[src/rtl/reg_read_packetiser_pkg.sv]
// ============================================================================
// reg_read_packetiser_pkg
// Shared types and constants for the register-read return path.
//   UART_PACKET       : byte-wide stream record toward the UART transmitter
//   rd_state_t        : packetiser FSM states (also used by bench monitors)
//   RD_DATA_LENGTH    : data bytes per register word
//   RD_CSUM_BYTES     : 1 when the trailing XOR checksum byte is built in
//   RD_PACKET_LENGTH  : value carried in the Length field of every byte
// Optional feature macro: RD_CHECKSUM_EN (adds the checksum byte).
// ============================================================================
package reg_read_packetiser_pkg;

    typedef struct packed {
        logic [7:0] Source;
        logic [7:0] Destination;
        logic [7:0] Length;
        logic       SoP;
        logic       EoP;
        logic [7:0] Data;
        logic       Valid;
    } UART_PACKET;

    typedef enum logic [2:0] {
        RD_IDLE      = 3'd0,
        RD_READ      = 3'd1,
        RD_WAIT_DATA = 3'd2,
        RD_SEND_ADDR = 3'd3,
        RD_SEND_DATA = 3'd4,
        RD_SEND_CSUM = 3'd5
    } rd_state_t;

    localparam int RD_DATA_LENGTH = 4;

`ifdef RD_CHECKSUM_EN
    localparam int RD_CSUM_BYTES = 1;
`else
    localparam int RD_CSUM_BYTES = 0;
`endif

    localparam int RD_PACKET_LENGTH = 1 + RD_DATA_LENGTH + RD_CSUM_BYTES;

endpackage

[src/rtl/reg_read_packetiser_if.sv]
// ============================================================================
// reg_read_packetiser_if
// UART_PACKET stream toward the UART transmitter.
//   Stream : packet record (Source, Destination, Length, SoP, EoP, Data, Valid)
//   Ready  : sink can accept the current byte
// A byte transfers on a rising edge where Stream.Valid && Ready. While Valid is
// high and Ready is low, the source holds Valid, Data, SoP and EoP unchanged.
// master: packet source (drives Stream); slave: packet sink (drives Ready).
// ============================================================================
interface reg_read_packetiser_if;
    import reg_read_packetiser_pkg::*;

    UART_PACKET Stream;
    logic       Ready;

    modport master (output Stream, input Ready);
    modport slave  (input Stream, output Ready);
endinterface

[src/rtl/reg_read_packetiser.sv]
// ============================================================================
// reg_read_packetiser
// Register bridge return path. A read request fetches one register word and
// serialises it as: address byte (SoP), data bytes MSB first, and optionally
// an XOR checksum byte; the last byte carries EoP.
// Ports:
//   ipClk        clock
//   ipReset      synchronous active-high reset, registered once before use
//   ipRdRequest  one-cycle request, accepted only while idle
//   ipRdAddress  register address captured with the request
//   opRdAddress  address to the register file
//   opRdEnable   one-cycle read strobe to the register file
//   ipRdData     register read data, qualified by ipRdValid
//   ipRdValid    read data valid (any latency >= 1 after opRdEnable)
//   opRxStream   UART_PACKET stream (master side, Ready inside the interface)
//   opBusy       high from accepted request until last byte handshaken
//   opDbgState   current FSM state, for monitors
// Optional feature macro: RD_CHECKSUM_EN (trailing XOR checksum byte).
// ============================================================================
module reg_read_packetiser
    import reg_read_packetiser_pkg::*;
#(
    parameter logic [7:0] SOURCE_ID   = 8'h01,
    parameter logic [7:0] DEST_ID     = 8'h00,
    parameter int         DATA_LENGTH = RD_DATA_LENGTH
) (
    input  logic                         ipClk,
    input  logic                         ipReset,
    input  logic                         ipRdRequest,
    input  logic [7:0]                   ipRdAddress,
    output logic [7:0]                   opRdAddress,
    output logic                         opRdEnable,
    input  logic [8*DATA_LENGTH-1:0]     ipRdData,
    input  logic                         ipRdValid,
    reg_read_packetiser_if.master        opRxStream,
    output logic                         opBusy,
    output rd_state_t                    opDbgState
);

    localparam int              WORD_W   = 8 * DATA_LENGTH;
    localparam int              CNT_W    = (DATA_LENGTH > 1) ? $clog2(DATA_LENGTH) : 1;
    localparam logic [CNT_W-1:0] CNT_LAST = CNT_W'(DATA_LENGTH - 1);
    localparam logic [7:0]      LENGTH   = 8'(1 + DATA_LENGTH + RD_CSUM_BYTES);

    logic              r_reset;
    rd_state_t         r_state;
    rd_state_t         w_next_state;
    logic [7:0]        r_addr;
    logic [WORD_W-1:0] r_word;
    logic [CNT_W-1:0]  r_cnt;

    logic              w_valid;
    logic              w_sop;
    logic              w_eop;
    logic [7:0]        w_byte;
    logic [7:0]        w_data_byte;
    logic              w_hs;

    // Reset is registered once; everything else resets from the registered copy.
    always_ff @(posedge ipClk) begin
        r_reset <= ipReset;
    end

    always_ff @(posedge ipClk) begin
        if (r_reset) begin
            r_state <= RD_IDLE;
        end else begin
            r_state <= w_next_state;
        end
    end

    assign w_hs = w_valid && opRxStream.Ready;

    always_ff @(posedge ipClk) begin
        if (r_reset) begin
            r_addr <= '0;
            r_word <= '0;
            r_cnt  <= '0;
        end else begin
            if (r_state == RD_IDLE && ipRdRequest) begin
                r_addr <= ipRdAddress;
            end
            if (r_state == RD_WAIT_DATA && ipRdValid) begin
                r_word <= ipRdData;
            end
            // Counter is preset while the address byte is on the bus so the
            // first data byte is the most significant one.
            if (r_state == RD_SEND_ADDR) begin
                r_cnt <= CNT_LAST;
            end else if (r_state == RD_SEND_DATA && w_hs && r_cnt != '0) begin
                r_cnt <= r_cnt - 1'b1;
            end
        end
    end

    // Byte selected by the counter, decoded with constant slices.
    always_comb begin
        w_data_byte = '0;
        for (int i = 0; i < DATA_LENGTH; i++) begin
            if (r_cnt == CNT_W'(i)) begin
                w_data_byte = r_word[8*i +: 8];
            end
        end
    end

`ifdef RD_CHECKSUM_EN
    logic [7:0] w_csum;

    always_comb begin
        w_csum = r_addr;
        for (int i = 0; i < DATA_LENGTH; i++) begin
            w_csum = w_csum ^ r_word[8*i +: 8];
        end
    end
`endif

    always_comb begin
        w_next_state = r_state;
        w_valid      = 1'b0;
        w_sop        = 1'b0;
        w_eop        = 1'b0;
        w_byte       = 8'h00;
        opRdEnable   = 1'b0;
        case (r_state)
            RD_IDLE: begin
                if (ipRdRequest) begin
                    w_next_state = RD_READ;
                end
            end
            RD_READ: begin
                opRdEnable   = 1'b1;
                w_next_state = RD_WAIT_DATA;
            end
            RD_WAIT_DATA: begin
                if (ipRdValid) begin
                    w_next_state = RD_SEND_ADDR;
                end
            end
            RD_SEND_ADDR: begin
                w_valid = 1'b1;
                w_sop   = 1'b1;
                w_byte  = r_addr;
                if (opRxStream.Ready) begin
                    w_next_state = RD_SEND_DATA;
                end
            end
            RD_SEND_DATA: begin
                w_valid = 1'b1;
                w_byte  = w_data_byte;
                if (r_cnt == '0) begin
`ifdef RD_CHECKSUM_EN
                    if (opRxStream.Ready) begin
                        w_next_state = RD_SEND_CSUM;
                    end
`else
                    w_eop = 1'b1;
                    if (opRxStream.Ready) begin
                        w_next_state = RD_IDLE;
                    end
`endif
                end
            end
            RD_SEND_CSUM: begin
`ifdef RD_CHECKSUM_EN
                w_valid = 1'b1;
                w_eop   = 1'b1;
                w_byte  = w_csum;
                if (opRxStream.Ready) begin
                    w_next_state = RD_IDLE;
                end
`else
                w_next_state = RD_IDLE;
`endif
            end
            default: begin
                w_next_state = RD_IDLE;
            end
        endcase
    end

    always_comb begin
        opRxStream.Stream = '{Source:      SOURCE_ID,
                              Destination: DEST_ID,
                              Length:      LENGTH,
                              SoP:         w_sop,
                              EoP:         w_eop,
                              Data:        w_byte,
                              Valid:       w_valid};
    end

    assign opRdAddress = r_addr;
    assign opBusy      = (r_state != RD_IDLE);
    assign opDbgState  = r_state;

endmodule

[src/flat_wrapper.sv]
// flat-port wrapper written by rule: the top's interface ports become plain ports
module reg_read_packetiser_flat import reg_read_packetiser_pkg::*;
#(
    parameter logic [7:0] SOURCE_ID   = 8'h01,
    parameter logic [7:0] DEST_ID     = 8'h00,
    parameter int         DATA_LENGTH = RD_DATA_LENGTH
)
  (ipClk, ipReset, ipRdRequest, ipRdAddress, opRdAddress, opRdEnable, ipRdData, ipRdValid, opBusy, opDbgState, opRxStream_Stream, opRxStream_Ready);
  reg_read_packetiser_if opRxStream_i ();
  input  logic ipClk;
  input  logic ipReset;
  input  logic ipRdRequest;
  input  logic [7:0] ipRdAddress;
  output logic [7:0] opRdAddress;
  output logic opRdEnable;
  input  logic [8*DATA_LENGTH-1:0] ipRdData;
  input  logic ipRdValid;
  output logic opBusy;
  output rd_state_t opDbgState;
  output wire logic [$bits(opRxStream_i.Stream)-1:0] opRxStream_Stream;
  input wire logic [$bits(opRxStream_i.Ready)-1:0] opRxStream_Ready;
  assign opRxStream_Stream = opRxStream_i.Stream;
  assign opRxStream_i.Ready = opRxStream_Ready;
  reg_read_packetiser #(.SOURCE_ID(SOURCE_ID), .DEST_ID(DEST_ID), .DATA_LENGTH(DATA_LENGTH)) u_core (.ipClk(ipClk), .ipReset(ipReset), .ipRdRequest(ipRdRequest), .ipRdAddress(ipRdAddress), .opRdAddress(opRdAddress), .opRdEnable(opRdEnable), .ipRdData(ipRdData), .ipRdValid(ipRdValid), .opRxStream(opRxStream_i), .opBusy(opBusy), .opDbgState(opDbgState));
endmodule
[config.mk]
export PLATFORM = sky130hd
export DESIGN_NAME = reg_read_packetiser_flat
export DESIGN_NICKNAME = d
export VERILOG_FILES = /design/src/rtl/reg_read_packetiser_pkg.sv /design/src/rtl/reg_read_packetiser_if.sv /design/src/rtl/reg_read_packetiser.sv /design/src/flat_wrapper.sv
export SDC_FILE = /design/constraint.sdc
export NUM_CORES = 1
export LEC_CHECK = 0
export CAP_MARGIN = 20
export CORE_MARGIN = 4
export CORE_UTILIZATION = 47
export CTS_CLUSTER_DIAMETER = 100
export DETAILED_ROUTE_END_ITERATION = 6
export MAX_ROUTING_LAYER = met4
export PLACE_DENSITY_LB_ADDON = 0.08
export SKIP_CTS_REPAIR_TIMING = 1
export SLEW_MARGIN = 10
export SYNTH_ARGS = -nofsm -noshare
export SYNTH_HDL_FRONTEND = slang
export SYNTH_SLANG_ARGS = --single-unit
[constraint.sdc]
create_clock -name ipClk -period 4.3 [get_ports ipClk]
set_clock_uncertainty 0.1 [all_clocks]
set_input_delay 0.645 -clock ipClk [delete_from_list [all_inputs] [get_ports ipClk]]
set_output_delay 0.645 -clock ipClk [all_outputs]
set_load 0.03 [all_outputs]
==> results of run 1 <==
final timing paths:
path	from	to	slack, ns	depth (start not counted)
min reg2reg	u_core.r_word[23]$_SDFFE_PP0P_	u_core.r_word[23]$_SDFFE_PP0P_	0.36	2
max reg2reg	u_core.opDbgState[1]$_SDFFE_PP0P_	u_core.r_word[26]$_SDFFE_PP0P_	2.48	3
max	u_core.r_cnt[1]$_SDFFE_PP0P_	opRxStream_Stream[3]	0.95	6
min	u_core.r_word[23]$_SDFFE_PP0P_	u_core.r_word[23]$_SDFFE_PP0P_	0.36	2
placed cells by master (no fill, tap or decap), drive strengths merged, types with 6 or more instances in the layout:
| cell type | n |
|---|---|
| clkdlybuf4s50 | 68 |
| conb | 24 |
| clkbuf | 7 |
| a211o | 6 |
| nand3b | 7 |
| a21oi | 50 |
| a2111oi | 6 |
| nor3 | 6 |
| dfxtp | 46 |
| nand2 | 89 |
| nor2b | 7 |
metrics by stage:
step / std cells / total power, W
after floorplan: 329 / 0.000592
after global placement: 416 / 0.000648
after detailed placement: 416 / 0.000650
after CTS: 424 / 0.000961
after global routing: 424 / 0.000992
final: 424 / 0.000953
registers in the layout (all words and copies together), names as in the netlist:
signal and cells:
u_core.r_reset 1, u_core.r_word 32, u_core.opDbgState 3, u_core.r_cnt 2, u_core.opRdAddress 8
power by group through the flow:
stage          Sequential [W]  Clock, W  Combinational, W
6_report             0.000463  0.000314          0.000177
5_1_grt              0.000466  0.000336          0.000191
4_1_cts              0.000463  0.000321          0.000177
3_5_place_dp         0.000473         0          0.000177
3_3_place_gp         0.000472         0          0.000175
2_1_floorplan        0.000478         0          0.000114
final cells by class:
type,count,area (um2)
clock buffers,7,76.3
clock inverters,1,30.0
fillers,451,1780
inverters,4,15.0
multi-input cells,229,1210
flip-flops and latches,46,921
well taps,67,83.8
repair buffers,70,696
logic make-up (layout without fill, tap and decap cells):
logic type,count (synthesis),count (layout)
flops,46,46
compound gates,76,76
fa+ha+maj,4,4
mux,1,1
buf+inv,54,82
other cells,2,24
simple gates,124,124
Yosys cell counts, drive strengths merged, types with 2 or more instances:
library cell   n
clkbuf        14
a21oi         50
nand3b         7
ha             4
nor3b          2
a31o           2
nand2         89
nor3           6
a211oi         4
inv            4
conb           2
o21ai          4
nor2b          7
buf           36
a32o           2
dfxtp         46
nor2           2
a211o          6
and2           3
a2111oi        6
worst register-to-register path: stages, from the launching register on:
cell and delay [ns]:
dfxtp_1 0.60, and4bb_2 0.74, nand2_1 0.17, a21oi_1 0.14
per-layer routing:
| metal | vias to the layer above | wire (um) | part of all wire, % | track usage, % |
|---|---|---|---|---|
| li1 | 1076 | - | - | - |
| met1 | 939 | 2670 | 46 | 24.0 |
| met2 | 68 | 2670 | 46 | 29.6 |
| met3 | 5 | 343 | 6.0 | 3.17 |
| met4 | 0 | 59 | 1.0 | 6.19 |
| met5 | - | 0 | 0 | - |
==> results_dict.tcl, run 1 <==
set metrics [dict create \
    period_minus_slack_ns 3.35 \
    holdWs_ns 0.361 \
    synth_cell_types 35 \
    vias_per_cell 4.92 \
    grt_remaining_overflow 0 \
    worst_slack_ns 0.945 \
    cts_sinks 46 \
    post_drt_wl_per_cell_um 13.5 \
    hold_violations 0 \
    dpl_worst_slack_ns 1.30 \
    fp-row-count 25 \
    syn_area_um2 2380 \
    powerDensity_nw_per_um2 314 \
    criticalPathCategory "flip-flop to output pin" \
    drv_cap 0 \
    die-area_um2 6270 \
    endpoint_kind "output pin" \
    synth_adder_area_share_pct 2.10 \
    fin_tns_setup_ns 0 \
    grt_pass1_wl_um 8980 \
    yosys_warnings 0 \
    fin_nets 405 \
    ir_drop_mv 0.204 \
    netlist_instances 307 \
    drt_wl_total_um 5740 \
    drive_gt1_share_pct 4.76 \
    critPathLaunchType "flip-flop" \
    synth_edf_count 0 \
    rsz0062_at_grt "false" \
    clockBufferDepth 2 \
    yosys.area.top_type_share_pct 38.7 \
    slew_viol_final 0 \
    drc 0 \
    cp.required_ns 3.56 \
    yosys-top-cells-area "dfxtp_1 (39%), nand2_1 (14%), a21oi_1 (11%), buf_4 (8.5%), clkbuf_1 (2.2%)" \
    setup_viol 0 \
    crit_family "buffers and inverters" \
    fin_util_pct 63.0 \
    combinationalPowerShare_pct 18.5 \
    die_h_um 79.2 \
    clkPwrFrac_pct 32.9 \
    ys.flop_type "dfxtp_1" \
    detailed_place_hpwl_um 4170 \
    worst_pin_slew_ns 0.689 \
    synth_simple_gate_area_share_pct 24.7 \
    cts_root_buf "clkbuf_8" \
    worstPathArrival_ns 2.61 \
    min_path_type "flip-flop to flip-flop" \
    gp_congestion 0.816 \
    synth_seq_cells 46 \
    crit_chain "inv_1, ha_1, nand3b_1, a2111oi_0, a211o_1, clkdlybuf4s50_1" \
    seq_area_frac_synth_pct 38.7 \
    start_util_pct 49.4 \
    fmax_mhz 298 \
    synth-xor-area-share_pct 0 \
    clk_pin_slew_worst_paths_ns 0.08 \
    cpMaxStageDelayCell "clkdlybuf4s50_1" \
    dr.pass1.iters 4 \
    antenna_found_initial 0 \
    htreeDepth 2 \
    p_leak_nw 1.10 \
    muxShareOfSynthArea_pct 0.421 \
    path_buf_inv 2 \
    async_reset_ff_share_pct 0 \
    fin_crit_sh_pct 78.0 \
    synth_top_family_by_area "simple AND/OR/NAND/NOR gates" \
    die_x_um 79.2 \
    power_switching_w 0.000260 \
    antenna_left 0 \
    dr_total_vias 2088 \
    synth_compound_area_share_pct 20.0 \
    io_buffers 68 \
    syn_avg_cell_area_um2 7.75 \
    cts_tree "yes" \
    intPower_w 0.000693 \
    swShare_pct 27.3 \
    power.share.sequential_pct 48.5 \
    clk_latency_ns 0.30 \
    ioPinCount 93 \
    antenna_cells 0 \
    drt-initial-drc-count 137 \
    areaGrowthSynthToFinish_pct 27.5 \
    grt_max_degree 45 \
    final_cell_area_um2 3040 \
    slew_headroom_pct 54.0 \
    placed_area_um2 2930 \
    path_max_fanout 16 \
    core_area_um2 4820 \
    grt_usage_pct 18.6 \
    crit_path_max_incr_delay_ns 0.67 \
    synth_area_leader_cell "dfxtp_1" \
    status "complete, no violations" \
    cts_made_buffers 5 \
    grt_pass1_vias 1964 \
]
No activity file was read; power rests on OpenSTA's default activity.
==> run 2, diff against run 1 <==
--- a/config.mk
+++ b/config.mk
@@ -7,7 +7,7 @@
 export LEC_CHECK = 0
 export CAP_MARGIN = 20
 export CORE_MARGIN = 4
-export CORE_UTILIZATION = 47
+export CORE_UTILIZATION = 44
 export CTS_CLUSTER_DIAMETER = 100
 export DETAILED_ROUTE_END_ITERATION = 6
 export MAX_ROUTING_LAYER = met4
==> constraint.sdc (replaced) <==
create_clock -name ipClk -period 3.5 [get_ports ipClk]
set_clock_uncertainty 0.1 [all_clocks]
set_input_delay 0.525 -clock ipClk [delete_from_list [all_inputs] [get_ports ipClk]]
set_output_delay 0.525 -clock ipClk [all_outputs]
set_load 0.03 [all_outputs]
==> run 2 against run 1 <==
Core utilization fell by 4.3 points. Worst setup slack got worse by 0.68 ns. Flip-flop and latch count did not move. Clock-buffer cell count did not move. Final cell count rose by 0.71%. Sequential share of layout area barely moved. Clock power rose by 22%. Critical endpoint is now opRxStream_Stream[8]. Largest cell class unchanged.
==> results_dict.tcl, run 2 (same netlist as run 1, synthesis figures left out) <==
set metrics [dict create \
    status "complete, no violations" \
    crit_chain "inv_1, ha_1, nand3b_1, a2111oi_0, a211o_1, clkdlybuf4s50_1" \
    criticalPathCategory "flip-flop to output pin" \
    hold_violations 0 \
    final_common_cell "nand2_1" \
    start_util_pct 46.0 \
    grtUsageMet2_pct 26.5 \
    swShare_pct 27.2 \
    clockBufferDepth 2 \
    fmax_mhz 310 \
    path_max_fanout 16 \
    power.share.sequential_pct 49.0 \
    grt_usage_pct 17.7 \
    powerDensity_nw_per_um2 385 \
    worst_pin_slew_ns 1.01 \
    p_leak_nw 1.10 \
    detailed_place_hpwl_um 4360 \
    power_switching_w 0.000319 \
    worst_slack_ns 0.269 \
    clkPwrFrac_pct 32.7 \
    dpl_worst_slack_ns 0.604 \
    vias_per_cell 4.97 \
    drt_wl_total_um 5890 \
    endpoint_kind "output pin" \
    post_drt_wl_per_cell_um 13.8 \
    setup_viol 0 \
    path_buf_inv 2 \
    dr_total_vias 2123 \
    grt_pass1_vias 1822 \
    critPathLaunchType "flip-flop" \
    slew_headroom_pct 32.4 \
    die_x_um 81.5 \
    cts_root_buf "clkbuf_8" \
    drt-initial-drc-count 89 \
    fin_tns_setup_ns 0 \
    intPower_w 0.000852 \
    io_buffers 68 \
    areaGrowthSynthToFinish_pct 27.7 \
    fin_nets 405 \
    combinationalPowerShare_pct 18.2 \
    clk_latency_ns 0.29 \
    rsz0062_at_grt "false" \
    cts_sinks 46 \
    cp.required_ns 2.87 \
    clk_pin_slew_worst_paths_ns 0.08 \
    grt_use_met3_pct 3.95 \
    cts_made_buffers 5 \
    htreeDepth 2 \
    drc 0 \
    fin_crit_sh_pct 92.3 \
    ioPinCount 93 \
    die-area_um2 6650 \
    ir_drop_mv 0.221 \
    worstPathArrival_ns 2.61 \
    fp-row-count 26 \
    largest_reg_flops 32 \
    grt_pass1_wl_um 8870 \
    largest_register "u_core.r_word" \
    crit_family "buffers and inverters" \
    antenna_left 0 \
    antenna_found_initial 0 \
    cts_tree "yes" \
    drive_gt1_share_pct 4.76 \
    crit_path_max_incr_delay_ns 0.67 \
    die_h_um 81.5 \
    grt_remaining_overflow 0 \
    core_area_um2 5170 \
    period_minus_slack_ns 3.23 \
    dr.pass1.iters 4 \
    gp_congestion 0.872 \
    slew_viol_final 0 \
    drv_cap 0 \
    grt_max_degree 33 \
    cpMaxStageDelayCell "clkdlybuf4s50_1" \
    min_path_type "flip-flop to flip-flop" \
    grt-busiest-layer "met2" \
    final_cell_mix "nand2_1 (89), clkdlybuf4s50_1 (68), a21oi_1 (50)" \
    antenna_cells 0 \
    gr-usage-met1_pct 24.1 \
]
[run 2: worst reg2reg max path, cell delays in order, from the launching register on]
cell and delay [ns]:
dfxtp_1 0.60, nand4bb_1 0.66, buf_4 0.45, nand2_1 0.09, a21oi_1 0.06
[run 2: through the flow]
step	util, %	cell area (um2)	power, W	hold slack, ns	cells
finish	58.8	3040	0.00117	0.358	427
global route	58.8	3040	0.00122	0.381	427
global placement	56.7	2930	0.000798	0.343	419
CTS	58.8	3040	0.00118	0.361	427
detailed placement	56.7	2930	0.000800	0.350	419
floorplan	-	2460	0.000727	0.336	329
[run 2: final cells by class]
cell class                 count  area [um2]
fill                         505        2130
multi-input combinational    229        1210
sequential                    46         921
timing repair buffer          70         696
tap                           70        87.6
clock buffer                   7        76.3
clock inverter                 1        30.0
inverter                       4        15.0
[run 2: final timing paths]
kind,from,to,slack (ns),cells after the start
worst max-delay path,u_core.r_cnt[1]$_SDFFE_PP0P_,opRxStream_Stream[8],0.27,6
worst min-delay path,u_core.r_word[21]$_SDFFE_PP0P_,u_core.r_word[21]$_SDFFE_PP0P_,0.36,2
worst max register to register,u_core.opDbgState[1]$_SDFFE_PP0P_,u_core.r_word[13]$_SDFFE_PP0P_,1.39,4
worst min register to register,u_core.r_word[21]$_SDFFE_PP0P_,u_core.r_word[21]$_SDFFE_PP0P_,0.36,2
[run 2: power by group through the flow]
stage	clock (W)	sequential [W]	combinational [W]
after global placement	0	0.000586	0.000212
final	0.000383	0.000574	0.000214
after detailed placement	0	0.000586	0.000214
after global routing	0.000410	0.000578	0.000231
after CTS	0.000388	0.000574	0.000215
after floorplan	0	0.000587	0.000140
[run 2: per-layer routing]
metal / vias to the layer above / wire [um]
met1: 965 / 2730
li1: 1083 / -
met5: - / 0
met4: 0 / 57
met2: 71 / 2690
met3: 4 / 412
